==> config.mk <==
export PLATFORM = sky130hd
export DESIGN_NAME = mult_share_sched
export DESIGN_NICKNAME = d
export VERILOG_FILES = /design/src/rtl/mult_share_sched.sv
export SDC_FILE = /design/constraint.sdc
export NUM_CORES = 1
export LEC_CHECK = 0
export BUFFER_PORTS_ARGS = -buffer_cell sky130_fd_sc_hd__buf_2
export CAP_MARGIN = 40
export CORE_AREA = 2 2 80 82
export CTS_CLUSTER_SIZE = 10
export DETAILED_ROUTE_END_ITERATION = 10
export DIE_AREA = 0 0 82 84
export GPL_ROUTABILITY_DRIVEN = 1
export PLACE_DENSITY = 0.92
export SETUP_SLACK_MARGIN = 0.15
export SYNTH_ARGS = -nofsm -noshare
export SYNTH_HDL_FRONTEND = slang
export SYNTH_SLANG_ARGS = --single-unit
==> constraint.sdc <==
create_clock -name clk -period 3.36 [get_ports clk]
set_input_delay 0.168 -clock clk [delete_from_list [all_inputs] [get_ports clk]]
set_output_delay 0.168 -clock clk [all_outputs]
set_load 0.02 [all_outputs]
==> src/rtl/mult_share_sched.sv <==
// mult_share_sched
//
// Round-robin scheduler that time-shares one combinational 8x8 multiplier
// between NREQ requesters. One operand pair is launched at a time. The
// operands are held in registers for SETTLE_CYC clock periods before the
// product is sampled, so the multiplier path gets several cycles to settle.
// The sampled product is then returned through a valid/ready response.
//
// Ports:
//   clk        - clock, rising edge
//   rst_n      - asynchronous active-low reset
//   req_valid  - per-requester operand valid
//   req_a      - operand A, requester i on bits [8i+7:8i]
//   req_b      - operand B, same packing as req_a
//   req_ready  - one-hot accept, only while idle
//   mul_a      - registered operand A driven to the shared multiplier
//   mul_b      - registered operand B driven to the shared multiplier
//   mul_p      - product returned combinationally by the multiplier
//   rsp_valid  - response valid
//   rsp_ready  - response consumer ready
//   rsp_id     - requester that owns rsp_p
//   rsp_p      - registered product
//   busy       - high whenever an operation is in flight or awaiting hand-off
//   op_cnt     - completed response count, wraps at 16 bits

module mult_share_sched #(
  parameter int NREQ       = 4,
  parameter int IDW        = 2,
  parameter int SETTLE_CYC = 3
) (
  input  logic                 clk,
  input  logic                 rst_n,
  input  logic [NREQ-1:0]      req_valid,
  input  logic [8*NREQ-1:0]    req_a,
  input  logic [8*NREQ-1:0]    req_b,
  output logic [NREQ-1:0]      req_ready,
  output logic [7:0]           mul_a,
  output logic [7:0]           mul_b,
  input  logic [15:0]          mul_p,
  output logic                 rsp_valid,
  input  logic                 rsp_ready,
  output logic [IDW-1:0]       rsp_id,
  output logic [15:0]          rsp_p,
  output logic                 busy,
  output logic [15:0]          op_cnt
);

  typedef enum logic [1:0] {
    IDLE   = 2'd0,
    SETTLE = 2'd1,
    RESP   = 2'd2
  } state_t;

  localparam logic [3:0]     CNT_LOAD = 4'(SETTLE_CYC - 1);
  localparam logic [IDW-1:0] LAST_IDX = IDW'(NREQ - 1);

  state_t         state;
  state_t         state_nxt;
  logic [IDW-1:0] ptr;
  logic [IDW-1:0] gnt_idx;
  logic [IDW-1:0] scan_idx;
  logic           gnt_found;
  logic [3:0]     cnt;
  logic           grant_en;
  logic           sample_en;
  logic           hs_en;
  logic           cnt_dec;

  // Round-robin search: walk the requesters starting at ptr, wrapping at
  // NREQ, and keep the first one that is asserting valid. The wrap is done
  // by subtraction so NREQ need not be a power of two.
  always_comb begin
    gnt_found = 1'b0;
    gnt_idx   = '0;
    scan_idx  = '0;
    for (int k = 0; k < NREQ; k++) begin
      if (int'(ptr) + k >= NREQ) begin
        scan_idx = IDW'(int'(ptr) + k - NREQ);
      end else begin
        scan_idx = IDW'(int'(ptr) + k);
      end
      if (!gnt_found && req_valid[scan_idx]) begin
        gnt_found = 1'b1;
        gnt_idx   = scan_idx;
      end
    end
  end

  // Accept is combinational so the requester sees it in the grant cycle.
  // It is gated by rst_n so nothing is accepted while reset is held.
  always_comb begin
    req_ready = '0;
    if (rst_n && (state == IDLE) && gnt_found) begin
      req_ready[gnt_idx] = 1'b1;
    end
  end

  assign busy = (state != IDLE);

  always_ff @(posedge clk or negedge rst_n) begin
    if (!rst_n) begin
      state <= IDLE;
    end else begin
      state <= state_nxt;
    end
  end

  // The strobes below are mutually exclusive. The datapath registers act on
  // exactly one of them per edge.
  always_comb begin
    state_nxt = state;
    grant_en  = 1'b0;
    sample_en = 1'b0;
    hs_en     = 1'b0;
    cnt_dec   = 1'b0;
    case (state)
      IDLE: begin
        if (gnt_found) begin
          grant_en  = 1'b1;
          state_nxt = SETTLE;
        end
      end
      SETTLE: begin
        if (cnt == 4'd0) begin
          sample_en = 1'b1;
          state_nxt = RESP;
        end else begin
          cnt_dec = 1'b1;
        end
      end
      RESP: begin
        if (rsp_valid && rsp_ready) begin
          hs_en     = 1'b1;
          state_nxt = IDLE;
        end
      end
      default: begin
        state_nxt = IDLE;
      end
    endcase
  end

  // mul_a/mul_b are loaded only on a grant. They keep the last operands
  // afterwards, so the shared multiplier does not toggle while idle.
  always_ff @(posedge clk or negedge rst_n) begin
    if (!rst_n) begin
      mul_a     <= '0;
      mul_b     <= '0;
      rsp_id    <= '0;
      rsp_p     <= '0;
      rsp_valid <= 1'b0;
      op_cnt    <= '0;
      ptr       <= '0;
      cnt       <= '0;
    end else begin
      if (grant_en) begin
        mul_a  <= req_a[8*int'(gnt_idx) +: 8];
        mul_b  <= req_b[8*int'(gnt_idx) +: 8];
        rsp_id <= gnt_idx;
        ptr    <= (gnt_idx == LAST_IDX) ? '0 : gnt_idx + 1'b1;
        cnt    <= CNT_LOAD;
      end
      if (cnt_dec) begin
        cnt <= cnt - 4'd1;
      end
      if (sample_en) begin
        rsp_p     <= mul_p;
        rsp_valid <= 1'b1;
      end
      if (hs_en) begin
        rsp_valid <= 1'b0;
        op_cnt    <= op_cnt + 16'd1;
      end
    end
  end

endmodule

==> metrics.txt, run 1 <==
# TYPE chip_impl_metric gauge
chip_impl_info{name="run_status",value="complete, no violations"} 1
chip_impl_metric{name="synth-xor-area-share",unit="%"} 4.82
chip_impl_metric{name="place_congestion",unit=""} 0.876
chip_impl_metric{name="clk_pin_slew",unit="ns"} 0.07
chip_impl_metric{name="cts_resized",unit=""} 0
chip_impl_metric{name="post-route-drc-count",unit=""} 0
chip_impl_info{name="ys.flop_type",value="dfrtp_1"} 1
chip_impl_info{name="reg2reg_to",value="mul_b[2]"} 1
chip_impl_metric{name="yosysWarnings",unit=""} 0
chip_impl_info{name="worstHoldEndpoint",value="rsp_p[9]"} 1
chip_impl_metric{name="power_report.internal_total",unit="mW"} 1.91
chip_impl_info{name="synth_top_family_by_area",value="simple AND/OR/NAND/NOR gates"} 1
chip_impl_metric{name="power",unit="mW"} 3.32
chip_impl_metric{name="totalNegativeSetupSlack",unit="ns"} 0
chip_impl_metric{name="slew_headroom",unit="%"} 48.3
chip_impl_metric{name="num-fill-cells",unit=""} 524
chip_impl_info{name="unrepaired_setup_endpoints_after_global_routing",value="no"} 1
chip_impl_metric{name="synth_mux_area_share",unit="%"} 12.0
chip_impl_metric{name="synthArstFlopShare",unit="%"} 100
chip_impl_metric{name="post_drt_wl_per_cell",unit="um"} 15.4
chip_impl_metric{name="antenna_found_initial",unit=""} 1
chip_impl_metric{name="vdd_ir_drop_max",unit="mV"} 0.501
chip_impl_metric{name="fin_hold_ws",unit="ns"} 0.0739
chip_impl_metric{name="timing_worst_slew_pin_value",unit="ns"} 0.775
chip_impl_metric{name="place_inst",unit=""} 467
chip_impl_info{name="worst_setup_path_end_kind",value="output port"} 1
chip_impl_metric{name="layout_min_cycle_time",unit="ns"} 2.41
chip_impl_metric{name="post_synth.cell_area_avg",unit="um2"} 11.2
chip_impl_metric{name="wl",unit="mm"} 7.44
chip_impl_metric{name="drt_iter0_drc",unit=""} 145
chip_impl_metric{name="dieHeight",unit="um"} 84
chip_impl_metric{name="chipWidth",unit="um"} 82
chip_impl_metric{name="number_of_levels_the_h_tree_was_split_into",unit=""} 3
chip_impl_metric{name="clock-skew-final",unit="ns"} 0.00963
chip_impl_metric{name="nets_in_the_synthesized_netlist",unit=""} 351
chip_impl_metric{name="ioPinCount",unit=""} 143
chip_impl_metric{name="synth-seq-area-share",unit="%"} 50.8
chip_impl_metric{name="timing.final.max_slew_violations",unit=""} 0
chip_impl_info{name="crit-reg2reg-launch",value="ptr[1]"} 1
chip_impl_info{name="cts_tree",value="built"} 1
chip_impl_metric{name="power.share.combinational",unit="%"} 48.3
chip_impl_metric{name="synth_seq_cells",unit=""} 59
chip_impl_metric{name="post_synth_instance_area",unit="um2"} 2910
chip_impl_metric{name="reg_to_reg_slack_setup",unit="ns"} 1.22
chip_impl_metric{name="netlist-cell-type-count",unit=""} 36
chip_impl_metric{name="total_leakage_power",unit="nW"} 1.98
chip_impl_info{name="crit_type",value="register to output port"} 1
chip_impl_metric{name="dieArea",unit="um2"} 6890
chip_impl_metric{name="reg2regPathDepth",unit=""} 5
chip_impl_metric{name="numClockSinks",unit=""} 59
chip_impl_info{name="yosys-top-cells-area",value="dfrtp_1 (51%), mux2_2 (6.2%), mux2i_1 (5.9%)"} 1
chip_impl_metric{name="grt.total_usage",unit="%"} 23.0
chip_impl_info{name="synth_largest_area_cell",value="dfrtp_1"} 1
chip_impl_metric{name="final_nets",unit=""} 493
chip_impl_metric{name="core",unit="um2"} 6100
chip_impl_metric{name="detailedPlacementHpwl",unit="mm"} 5.55
chip_impl_metric{name="drive_above_1_share",unit="%"} 46.6
chip_impl_metric{name="worst_ep_arrival_time",unit="ns"} 2.24
chip_impl_info{name="mostFrequentLayoutCell",value="buf_2"} 1
chip_impl_info{name="root_buffer",value="clkbuf_8"} 1
chip_impl_metric{name="synthAdderAreaFrac",unit="%"} 1.72
chip_impl_metric{name="max_cap_viol_count",unit=""} 0
chip_impl_metric{name="post_synth_and_or_nand_nor_area_fraction",unit="%"} 13.7
chip_impl_metric{name="power.clock.fraction",unit="%"} 16.5
chip_impl_metric{name="pin_count_of_the_biggest_net_entering_global_routing",unit=""} 55
chip_impl_metric{name="share_of_yosys_cell_area_claimed_by_the_top_area_cell_type",unit="%"} 50.8
chip_impl_metric{name="critical_path.max_fanout",unit=""} 10
chip_impl_metric{name="switching_share",unit="%"} 42.5
chip_impl_metric{name="p_sw",unit="mW"} 1.41
chip_impl_metric{name="avgViaCountPerCell",unit=""} 5.37
chip_impl_metric{name="first_pass_iters",unit=""} 4
chip_impl_metric{name="synthesis_to_layout_area_growth",unit="%"} 32.2
chip_impl_info{name="worstSetupStartpointType",value="register"} 1
chip_impl_metric{name="port-buffer-count",unit=""} 142
chip_impl_metric{name="num_vias",unit=""} 2597
chip_impl_metric{name="p_seq_share",unit="%"} 35.2
chip_impl_metric{name="start_util",unit="%"} 47.7
chip_impl_metric{name="cts_max_path_buffers",unit=""} 2
chip_impl_metric{name="grt_overflow_total",unit=""} 0
chip_impl_metric{name="finalSetupViolCount",unit=""} 0
chip_impl_metric{name="edff_count_synth",unit=""} 0
chip_impl_metric{name="postSynthCellCount",unit=""} 260
chip_impl_metric{name="tritoncts.num_buffers",unit=""} 9
chip_impl_metric{name="clock_insertion_delay_worst_skew",unit="ns"} 0.33
chip_impl_metric{name="cp_data_required_time",unit="ns"} 3.19
chip_impl_metric{name="period_share",unit="%"} 71.8
chip_impl_metric{name="total_count_of_hold_check_failures_in_the_final_report",unit=""} 0
chip_impl_info{name="min_from",value="mul_p[9]"} 1
chip_impl_info{name="hp-class",value="input port to register"} 1
chip_impl_info{name="mostFrequentLayoutCells",value="buf_2 (142), dfrtp_1 (59), nor2_1 (24)"} 1
chip_impl_metric{name="antenna_violating_nets_post_route",unit=""} 0
chip_impl_metric{name="synth_compound_gate_area_share",unit="%"} 13.3
chip_impl_metric{name="non_filler_instance_count_after_layout",unit=""} 484
chip_impl_metric{name="whs_path_depth",unit=""} 2
chip_impl_metric{name="max_freq",unit="MHz"} 415
chip_impl_metric{name="number_of_global_route_vias_before_repair",unit=""} 2637
chip_impl_metric{name="grt_pass1_wl",unit="mm"} 12.1
chip_impl_metric{name="placement_rows",unit=""} 29
chip_impl_metric{name="pwr_dens",unit="nW/um2"} 864
## layer usage
layer	vias to the layer above	GRT usage, %	part of all wire, %	wire length [um]
met5	-	0	0	0
met4	0	10.5	1.9	142
met3	17	6.17	7.6	562
met2	111	36.6	49	3650
met1	1235	29.0	41	3090
li1	1234	-	-	-
## synthesized netlist by cell type, types with 2 or more instances
| cell type | n |
|---|---|
| and3_1 | 6 |
| inv_1 | 5 |
| dfrtp_1 | 59 |
| and4_1 | 3 |
| a21oi_1 | 7 |
| nand2_1 | 22 |
| mux2i_1 | 17 |
| a221oi_1 | 7 |
| nor2_1 | 25 |
| nor3b_1 | 2 |
| clkbuf_1 | 6 |
| buf_6 | 3 |
| xor2_1 | 4 |
| nand4_1 | 2 |
| nor2b_1 | 2 |
| nand3_1 | 9 |
| mux2_2 | 16 |
| buf_2 | 5 |
| a211oi_1 | 2 |
| o21ai_0 | 4 |
| a221oi_2 | 9 |
| nor4_1 | 2 |
| o22ai_1 | 16 |
| xnor2_1 | 12 |
| ha_1 | 4 |
## worst max-delay path, stage by stage, from the launching register on
cell	delay [ns]
dfrtp_1	0.46
mux2i_1	0.19
a211oi_4	0.62
inv_1	0.13
ha_1	0.22
and3_1	0.15
buf_2	0.15
## sequential cells by signal, indices dropped and copies added (netlist names)
signal / cells
op_cnt: 16
rsp_p: 16
mul_a: 8
mul_b: 8
cnt: 4
ptr: 2
rsp_id: 2
state: 2
rsp_valid: 1
## cell type report
| type | count | area, um2 | area share (%) |
|---|---|---|---|
| antenna | 1 | 2.50 | 0.0651 |
| inverter | 5 | 18.8 | 0.488 |
| clock buffer | 10 | 138 | 3.58 |
| tap | 77 | 96.3 | 2.51 |
| sequential | 59 | 1480 | 38.4 |
| multi-input combinational | 181 | 1340 | 34.8 |
| clock inverter | 5 | 30.0 | 0.781 |
| timing repair buffer | 146 | 743 | 19.3 |
## power groups by stage
stage	Sequential [mW]	Clock, mW	Combinational (mW)
4_1_cts	1.17	0.569	1.62
6_report	1.17	0.548	1.60
5_1_grt	1.21	0.608	1.76
2_1_floorplan	1.43	0	0.867
3_3_place_gp	1.16	0	1.56
3_5_place_dp	1.18	0	1.62
## per-stage QoR
stage                     setup WS [ns]  utilization (%)  area, um2
after floorplan                    1.54                -       2910
after global placement             1.27             60.1       3660
after detailed placement           1.22             60.1       3660
after CTS                         0.923             63.0       3840
after global routing              0.775             63.0       3840
final                             0.948             63.1       3840
## kinds of logic (layout without fill, tap and decap cells)
kind of cell | count (synthesis) | in the layout
buffers and inverters | 20 | 166
multiplexers | 33 | 33
AO/OA/AOI/OAI | 47 | 47
flip-flops | 59 | 59
XOR/XNOR | 16 | 16
other | 0 | 1
AND/OR/NAND/NOR | 81 | 81
adder cells (fa/ha/maj) | 4 | 4
## how the worst max path moves through the flow
stage | to | slack (ns) | start
after global placement | mul_b[2] | 1.27 | ptr[1]
after floorplan | req_ready[2] | 1.54 | ptr[1]
final | req_ready[2] | 0.95 | ptr[1]
after CTS | req_ready[2] | 0.92 | ptr[1]
after global routing | req_ready[0] | 0.77 | ptr[0]
after detailed placement | rsp_p[14] | 1.22 | cnt[0]
## what timing repair did
action	4_1_cts	5_1_grt
hold buffers	1	0
hold endpoints to repair	5	0
setup buffers	0	0
(Power assumes the default switching activity.)
==> run 2: changes to the inputs <==
--- a/config.mk
+++ b/config.mk
@@ -7,12 +7,12 @@
 export LEC_CHECK = 0
 export BUFFER_PORTS_ARGS = -buffer_cell sky130_fd_sc_hd__buf_2
 export CAP_MARGIN = 40
-export CORE_AREA = 2 2 80 82
+export CORE_AREA = 2 2 83 85
 export CTS_CLUSTER_SIZE = 10
 export DETAILED_ROUTE_END_ITERATION = 10
-export DIE_AREA = 0 0 82 84
+export DIE_AREA = 0 0 85 87
 export GPL_ROUTABILITY_DRIVEN = 1
-export PLACE_DENSITY = 0.92
+export PLACE_DENSITY = 0.86
 export SETUP_SLACK_MARGIN = 0.15
 export SYNTH_ARGS = -nofsm -noshare
 export SYNTH_HDL_FRONTEND = slang
==> constraint.sdc (replaced) <==
create_clock -name clk -period 2.5 [get_ports clk]
set_input_delay 0.125 -clock clk [delete_from_list [all_inputs] [get_ports clk]]
set_output_delay 0.125 -clock clk [all_outputs]
set_load 0.02 [all_outputs]
==> metrics.txt, run 2 (synthesis gave the netlist of run 1 again) <==
# TYPE chip_impl_metric gauge
chip_impl_info{name="cts_tree",value="built"} 1
chip_impl_metric{name="design_area",unit="um2"} 3920
chip_impl_metric{name="detailedPlacementHpwl",unit="mm"} 5.54
chip_impl_metric{name="drive_above_1_share",unit="%"} 47.2
chip_impl_metric{name="power_report.internal_total",unit="mW"} 2.80
chip_impl_metric{name="finalSetupViolCount",unit=""} 0
chip_impl_metric{name="cell_area_reported_after_detailed_placement",unit="um2"} 3680
chip_impl_info{name="worstSetupStartpointType",value="register"} 1
chip_impl_info{name="top_usage_layer",value="met2"} 1
chip_impl_metric{name="grt_pass1_wl",unit="mm"} 12.0
chip_impl_metric{name="clock-skew-final",unit="ns"} 0.00688
chip_impl_info{name="unrepaired_setup_endpoints_after_global_routing",value="yes"} 1
chip_impl_metric{name="p_sw",unit="mW"} 1.93
chip_impl_info{name="biggestRegsByFlops",value="op_cnt: 16 flops, rsp_p: 16 flops"} 1
chip_impl_metric{name="timing_worst_slew_pin_value",unit="ns"} 0.712
chip_impl_metric{name="max_cap_viol_count",unit=""} 0
chip_impl_metric{name="slew_headroom",unit="%"} 52.5
chip_impl_metric{name="clk_pin_slew",unit="ns"} 0.07
chip_impl_metric{name="period_share",unit="%"} 90.2
chip_impl_metric{name="dieArea",unit="um2"} 7400
chip_impl_metric{name="number_of_levels_the_h_tree_was_split_into",unit=""} 3
chip_impl_info{name="run_status",value="complete, no violations"} 1
chip_impl_metric{name="num_vias",unit=""} 2589
chip_impl_info{name="mostFrequentLayoutCells",value="buf_2 (142), dfrtp_1 (59), nor2_1 (24)"} 1
chip_impl_metric{name="insertedDiodeCount",unit=""} 0
chip_impl_metric{name="timing.final.max_slew_violations",unit=""} 0
chip_impl_metric{name="total_count_of_hold_check_failures_in_the_final_report",unit=""} 0
chip_impl_metric{name="grt_overflow_total",unit=""} 0
chip_impl_metric{name="dieHeight",unit="um"} 87
chip_impl_metric{name="clock_insertion_delay_worst_skew",unit="ns"} 0.33
chip_impl_info{name="hp-class",value="input port to register"} 1
chip_impl_metric{name="post-route-drc-count",unit=""} 0
chip_impl_metric{name="pin_count_of_the_biggest_net_entering_global_routing",unit=""} 35
chip_impl_metric{name="final_nets",unit=""} 495
chip_impl_metric{name="synthesis_to_layout_area_growth",unit="%"} 34.9
chip_impl_metric{name="core",unit="um2"} 6570
chip_impl_metric{name="cts_max_path_buffers",unit=""} 2
chip_impl_metric{name="cp_data_required_time",unit="ns"} 2.38
chip_impl_metric{name="cp_slowest_stage_delay",unit="ns"} 0.72
chip_impl_metric{name="tritoncts.num_buffers",unit=""} 9
chip_impl_metric{name="layout_setup_ws",unit="ns"} 0.246
chip_impl_metric{name="grt_use_met3",unit="%"} 5.12
chip_impl_metric{name="power.share.combinational",unit="%"} 46.2
chip_impl_metric{name="whs_path_depth",unit=""} 2
chip_impl_info{name="worst_setup_path_end_kind",value="output port"} 1
chip_impl_metric{name="p_seq_share",unit="%"} 33.3
chip_impl_metric{name="reg2regPathDepth",unit=""} 5
chip_impl_metric{name="pwr_dens",unit="nW/um2"} 1210
chip_impl_metric{name="post_drt_wl_per_cell",unit="um"} 15.3
chip_impl_metric{name="total_leakage_power",unit="nW"} 2.02
chip_impl_metric{name="start_util",unit="%"} 44.3
chip_impl_info{name="cp_cell_sequence",value="nand2b_2 -> nor2_1 -> or3_2 -> and3_1 -> buf_2"} 1
chip_impl_metric{name="avgViaCountPerCell",unit=""} 5.29
chip_impl_info{name="crit_type",value="register to output port"} 1
chip_impl_info{name="root_buffer",value="clkbuf_8"} 1
chip_impl_metric{name="switching_share",unit="%"} 40.9
chip_impl_metric{name="first_pass_iters",unit=""} 4
chip_impl_metric{name="dp_slack",unit="ns"} 0.352
chip_impl_metric{name="totalNegativeSetupSlack",unit="ns"} 0
chip_impl_metric{name="power.clock.fraction",unit="%"} 20.6
chip_impl_metric{name="critical_path.max_fanout",unit=""} 17
chip_impl_metric{name="grt.total_usage",unit="%"} 20.6
chip_impl_metric{name="numClockSinks",unit=""} 59
chip_impl_metric{name="antenna_found_initial",unit=""} 0
chip_impl_metric{name="grt_use_met1",unit="%"} 22.9
chip_impl_metric{name="place_congestion",unit=""} 0.815
chip_impl_info{name="mostFrequentLayoutCell",value="buf_2"} 1
chip_impl_metric{name="globalRouteMet2Util",unit="%"} 38.1
chip_impl_metric{name="cts.repair_timing.setup_buffer_count",unit=""} 0
chip_impl_metric{name="placement_rows",unit=""} 30
chip_impl_metric{name="vdd_ir_drop_max",unit="mV"} 0.643
chip_impl_metric{name="antenna_violating_nets_post_route",unit=""} 0
chip_impl_metric{name="layout_min_cycle_time",unit="ns"} 2.25
chip_impl_metric{name="number_of_global_route_vias_before_repair",unit=""} 2623
chip_impl_metric{name="wl",unit="mm"} 7.47
chip_impl_metric{name="drt_iter0_drc",unit=""} 96
chip_impl_metric{name="max_freq",unit="MHz"} 444
chip_impl_metric{name="port-buffer-count",unit=""} 142
chip_impl_metric{name="ioPinCount",unit=""} 143
chip_impl_metric{name="worst_ep_arrival_time",unit="ns"} 2.13
chip_impl_metric{name="chipWidth",unit="um"} 85
chip_impl_info{name="cp_slowest_cell",value="or3_2"} 1
==> run 2: area by class of cell <==
cell class                      instances  area, um2
Sequential cell                        59       1480
Multi-Input combinational cell        181       1340
Inverter                                5       18.8
Fill cell                             603       2650
Timing Repair Buffer                  148        762
Clock buffer                           10        138
Clock inverter                          6       88.8
Tap cell                               80        100
==> run 2: timing repair <==
item | in CTS | in global routing
hold buffers | 1 | 0
gates resized for setup | 1 | 1
endpoints found under the setup margin | 1 | 2
hold endpoints to repair | 25 | 0
==> run 2: path summary, 6_finish.rpt <==
kind / from / to / slack, ns
max: ptr[0] / req_ready[0] / 0.25
max in group asynchronous: rst_n / rsp_id[0] / 1.25
min: mul_p[9] / rsp_p[9] / 0.02
min reg2reg: op_cnt[15] / op_cnt[15] / 0.47
min in group asynchronous: rst_n / mul_a[7] / 0.36
max reg2reg: ptr[0] / mul_b[3] / 0.34
==> run 2: power groups by stage <==
stage	logic, mW	registers, mW	clock network [mW]
after floorplan	1.17	1.92	0
after global placement	2.12	1.56	0
after detailed placement	2.20	1.59	0
after CTS	2.21	1.57	0.998
after global routing	2.38	1.62	1.04
final	2.18	1.57	0.975
==> run 2: stage by stage <==
stage | hold WS [ns] | util, % | power (mW) | std cells
4_1_cts | 0.00292 | 59.7 | 4.78 | 489
3_5_place_dp | 0.181 | 56.1 | 3.78 | 472
2_1_floorplan | -0.171 | - | 3.09 | 260
3_3_place_gp | 0.171 | 56.1 | 3.68 | 472
6_report | 0.0249 | 59.7 | 4.73 | 489
5_1_grt | 0.00422 | 59.7 | 5.05 | 489
==> run 2: layer usage <==
metal / wire (um) / up-vias
met5: 0 / -
met4: 78 / 0
met3: 433 / 8
met2: 3990 / 91
met1: 2970 / 1253
li1: - / 1237
==> run 2: worst max-delay path: cells and delay by family (launching register included) <==
family	cells	cell delay, ns
buf+inv	1	0.15
flops	1	0.42
simple gates	4	1.24
